<file path="src/rtl/flappy_game_ctrl.sv">
// Flappy game-state controller: IDLE/PLAY/DYING/OVER sequencing, flap strobes, score and high score.
// All outputs registered (1 cycle after the sampled input); collisions take effect only at frame_tick.
module flappy_game_ctrl #(
  parameter int DIE_FRAMES   = 60,
  parameter int FLASH_FRAMES = 8,
  parameter int SCORE_W      = 8
) (
  input  logic               clock,
  input  logic               resetn,
  input  logic               did_collide,
  input  logic               frame_tick,
  input  logic               flap_btn,
  input  logic               col_passed,
  output logic               run,
  output logic               flap_pulse,
  output logic               flash,
  output logic               game_over,
  output logic [1:0]         state,
  output logic [SCORE_W-1:0] score,
  output logic [SCORE_W-1:0] high_score
);

  localparam int FL_BIT = $clog2(FLASH_FRAMES);
  localparam int DIE_W  = (DIE_FRAMES > 1) ? $clog2(DIE_FRAMES) : 1;
  localparam int CNT_W  = (DIE_W > FL_BIT + 1) ? DIE_W : FL_BIT + 1;
  localparam logic [CNT_W-1:0]   CNT_LAST  = CNT_W'(DIE_FRAMES - 1);
  localparam logic [SCORE_W-1:0] SCORE_MAX = '1;

  typedef enum logic [1:0] {
    S_IDLE  = 2'b00,
    S_PLAY  = 2'b01,
    S_DYING = 2'b10,
    S_OVER  = 2'b11
  } state_t;

  state_t             state_q, state_d;
  logic               btn_q;
  logic               hit_q, hit_d;
  logic [CNT_W-1:0]   cnt_q, cnt_d;
  logic [SCORE_W-1:0] score_q, score_d;
  logic [SCORE_W-1:0] high_q, high_d;
  logic               flap_q, flap_d;
  logic               flash_q, flash_d;
  logic               run_q, run_d;
  logic               over_q, over_d;
  logic               btn_edge;

  assign btn_edge = flap_btn & ~btn_q;

  always_comb begin
    state_d = state_q;
    hit_d   = hit_q;
    cnt_d   = cnt_q;
    score_d = score_q;
    high_d  = high_q;
    flap_d  = 1'b0;
    case (state_q)
      S_IDLE: begin
        if (btn_edge) begin
          state_d = S_PLAY;
          score_d = '0;
          hit_d   = 1'b0;
        end
      end
      S_PLAY: begin
        flap_d = btn_edge;
        if (col_passed && (score_q != SCORE_MAX)) begin
          score_d = score_q + SCORE_W'(1);
        end
        // Hits are remembered for the whole frame and judged only at its boundary.
        if (frame_tick) begin
          hit_d = 1'b0;
          if (hit_q | did_collide) begin
            state_d = S_DYING;
            cnt_d   = '0;
          end
        end else begin
          hit_d = hit_q | did_collide;
        end
      end
      S_DYING: begin
        if (frame_tick) begin
          if (cnt_q == CNT_LAST) begin
            state_d = S_OVER;
            if (score_q > high_q) begin
              high_d = score_q;
            end
          end else begin
            cnt_d = cnt_q + CNT_W'(1);
          end
        end
      end
      S_OVER: begin
        if (btn_edge) begin
          state_d = S_IDLE;
        end
      end
      default: state_d = S_IDLE;
    endcase
    flash_d = (state_d == S_DYING) & cnt_d[FL_BIT];
    run_d   = (state_d == S_PLAY);
    over_d  = (state_d == S_OVER);
  end

  always_ff @(posedge clock) begin
    if (!resetn) begin
      state_q <= S_IDLE;
      btn_q   <= 1'b1;
      hit_q   <= 1'b0;
      cnt_q   <= '0;
      score_q <= '0;
      high_q  <= '0;
      flap_q  <= 1'b0;
      flash_q <= 1'b0;
      run_q   <= 1'b0;
      over_q  <= 1'b0;
    end else begin
      state_q <= state_d;
      btn_q   <= flap_btn;
      hit_q   <= hit_d;
      cnt_q   <= cnt_d;
      score_q <= score_d;
      high_q  <= high_d;
      flap_q  <= flap_d;
      flash_q <= flash_d;
      run_q   <= run_d;
      over_q  <= over_d;
    end
  end

  assign state      = state_q;
  assign run        = run_q;
  assign flap_pulse = flap_q;
  assign flash      = flash_q;
  assign game_over  = over_q;
  assign score      = score_q;
  assign high_score = high_q;

endmodule

</file>
<file path="config.mk">
export PLATFORM = sky130hd
export DESIGN_NAME = flappy_game_ctrl
export DESIGN_NICKNAME = d
export VERILOG_FILES = /design/src/rtl/flappy_game_ctrl.sv
export SDC_FILE = /design/constraint.sdc
export NUM_CORES = 1
export LEC_CHECK = 0
export BUFFER_PORTS_ARGS = -buffer_cell sky130_fd_sc_hd__buf_4
export CORE_MARGIN = 3
export CORE_UTILIZATION = 55
export DETAILED_ROUTE_END_ITERATION = 6
export PLACE_DENSITY = 0.78
export SYNTH_ARGS = -nofsm -noshare
export SYNTH_HDL_FRONTEND = slang
export SYNTH_SLANG_ARGS = --single-unit
</file>
<file path="constraint.sdc">
create_clock -name clock -period 2.1 [get_ports clock]
set_input_delay 0.105 -clock clock [delete_from_list [all_inputs] [get_ports clock]]
set_output_delay 0.105 -clock clock [all_outputs]
set_load 0.02 [all_outputs]
</file>
==> metrics.txt <==
post-synthesis cell type count 42; First-pass DRT Iterations 4; CTS tree done; share of cells above drive strength 1 21.28%; main combinational cell family by area after synthesis simple AND/OR/NAND/NOR gates; CTS root buf clkbuf_4; slowest cell on the critical path dfxtp_1; post-CTS setup buffers 0; total CTS buffers 5; ANT nets after route 0; Fin Hold WS about 0.035 ns; max-cap violations 0; Post-Synth Adder-Cell Area 11.13%; Simple-Gate Fraction of Synth Area 24.48%; clk_lat worst skew 0.33 ns; final setup fails 0; Worst path max stage delay roughly 0.4 ns; PD cells between 600 and 700 nW/um2; Syn Inst Count 197; Storage cell area around 600 um2; Die Ht roughly 61 um; port bufs 27; H-tree depth 2; Post-Synth XOR/XNOR Area a little over 3%; Final Power approximately 1.2 mW; syn nets roughly 220; gp weighted congestion ~0.9; CP startpoint kind register; leakage power 0.8102 nW; WL final approximately 4000 um; slew margin rel. about three fifths; Vias/cell just under 6; RSZ-0062 raised after global routing no; drt wl/cell 15.09 um; crit path DAT between 2 and 2.5 ns; vias roughly 1600; DR iter-0 viols 57; clk sink count 30; largest net degree at the start of global routing 33; fin util around 72%; Core Area roughly 2800 um2; multiplexer share of the synthesized area between 6 and 7%; Bufs on Longest Clock Path 2; compound-cell area share of the yosys netlist between 10 and 15%; Avg Cell Area, Syn 8.562 um2; CP endpoint kind register; Rows 19; maximum vdd ir drop about 540 uV; f_max approximately 0.52 GHz; first-pass GRT wire length slightly below 7000 um; Seq/Total Area, Yosys between 30% and 40%; Hold WC Path Type input port to register; die area 3767 um2; area growth from synthesis to final layout 20.25%; Sum Neg Setup Slack 0 ns; CP max FO 8; initial antenna violation count 0; Worst Skew about 0.0049 ns; Hold Fails Final Rpt 0; fillers about 240; Syn Std Cell Area roughly 1700 um2; Seq cells post-synth 30; Sw Share 30.62%; kind of critical path register to register; Clk pwr share between 20 and 30%; combinational power share a little over a fifth; vias in the first global route ~1600; Critical Path, Cell by Cell ha_1 > nor2b_2 > and4_4 > o2111a_1 > o31a_2 > mux2i_1; DRC errors left 0; number of synthesis warnings 0; multi-input logic area approximately 1000 um2; # IOs 28; clk slew on worst S/H paths 0.09 ns; CP required ~2.4 ns; Tcrit/Tclk final roughly nine tenths; sequential share of power 49.3%; GRT Overall Usage between 20% and 30%; Slew @ Worst Pin a little under 0.6 ns; Final Critical Period 1.918 ns; net switching power 0.3726 mW; starting density of the core approximately three fifths; cell-internal power roughly 0.84 mW; post-DP HPWL just under 3000 um; # diodes 0; grt total ovfl 0; final net count between 200 and 300; Slew Viols, Final 0; Die W between 60 and 70 um; status finished, final reports clean
==> cells in the final DEF, fill, tap and decap left out, types with 6 or more instances in the layout <==
cell      n
nor2b_1   8
xnor2_1   6
inv_1    12
dfxtp_1  30
nor2_1   12
buf_4    34
nand2_1  28
nand3_1   8
ha_1     15
o21ai_1   8
mux2i_1  11
o21ai_0   6
==> logic make-up after synthesis <==
group / after synthesis
buffers and inverters: 18
adder cells (fa/ha/maj): 15
AND/OR/NAND/NOR: 81
XOR/XNOR: 6
multiplexers: 11
AO/OA/AOI/OAI: 36
flip-flops: 30
==> metal layers <==
layer	GRT usage (%)	wire [um]
met2	44.71	2127
met3	8.386	149
met1	26.12	1655
met4	10.91	80
met5	0	0
==> worst max-delay path: cells and delay by family, from the launching register on <==
family,cells,cell delay (ns)
muxes,1,0.24
adders and majority gates,1,0.21
and+or+nand+nor,2,0.46
DFF,1,0.40
AOI/OAI and AO/OA,2,0.52
==> synthesized netlist by cell type, drive strengths merged <==
library cell	count	area share, %
a211o	1	0.52
a211oi	3	1.9
a21boi	1	0.45
a21oi	5	1.5
a221oi	1	0.52
a22oi	1	0.45
a31oi	2	0.74
a32o	1	0.59
a41oi	1	0.52
and2	1	0.37
and3	3	1.1
and4	2	1.3
buf	2	0.74
clkbuf	3	0.67
dfxtp	30	36
ha	15	11
inv	13	2.9
mux2i	11	6.5
nand2	28	6.2
nand2b	2	0.74
nand3	8	2.4
nand4	4	1.9
nor2	12	2.7
nor2b	9	3.5
nor3	5	1.5
nor3b	3	1.3
nor4	3	1.1
o2111a	1	0.67
o211ai	1	0.45
o21ai	14	4.2
o22a	1	0.52
o22ai	1	0.37
o31a	1	0.52
o32ai	1	0.96
or3	1	0.37
xnor2	6	3.1
==> final timing paths <==
kind / from / end / slack (ns) / cells past startpoint
worst max-delay path: cnt_q[0]$_SDFFE_PN0P_ / high_score[6]$_SDFFE_PN0P_ / 0.18 / 6
worst max register to register: cnt_q[0]$_SDFFE_PN0P_ / high_score[6]$_SDFFE_PN0P_ / 0.18 / 6
worst min register to register: high_score[1]$_SDFFE_PN0P_ / high_score[1]$_SDFFE_PN0P_ / 0.48 / 2
worst min-delay path: did_collide / hit_q$_SDFFE_PN0P_ / 0.04 / 3
==> power groups by stage <==
stage               combinational (mW)  clock, mW  sequential, mW
finish                           0.256      0.360           0.600
global route                     0.285      0.405           0.604
CTS                              0.255      0.375           0.600
detailed placement               0.252          0           0.613
global placement                 0.243          0           0.612
floorplan                        0.157          0           0.630
==> registers in the layout, indices dropped and copies added, names as in the netlist <==
| signal | count |
|---|---|
| game_over | 1 |
| run | 1 |
| score | 8 |
| cnt_q | 6 |
| state | 2 |
| btn_q | 1 |
| flap_pulse | 1 |
| high_score | 8 |
| flash | 1 |
| hit_q | 1 |
==> stage by stage <==
stage | instance area, um2 | instances | setup WS (ns)
6_report | 2028 | 266 | 0.1819
5_1_grt | 2028 | 266 | 0.04358
4_1_cts | 2027 | 266 | 0.03274
3_5_place_dp | 1957 | 257 | 0.06614
3_3_place_gp | 1957 | 257 | 0.2238
2_1_floorplan | 1687 | 197 | 0.3252
==> cell type report <==
| type | instances | area share, % |
|---|---|---|
| multi-input cells | 149 | 50.03 |
| flip-flops and latches | 30 | 29.61 |
| repair buffers | 35 | 13.08 |
| clock buffers | 7 | 2.714 |
| inverters | 13 | 2.406 |
| well taps | 31 | 1.912 |
| clock inverters | 1 | 0.2468 |
==> what timing repair did <==
action / CTS / global route
hold endpoints to repair: 1 / 0
resized for setup: 0 / 1
setup endpoints to repair: 0 / 8
hold buffers: 1 / 0
Power figures use the tool's default switching activity.
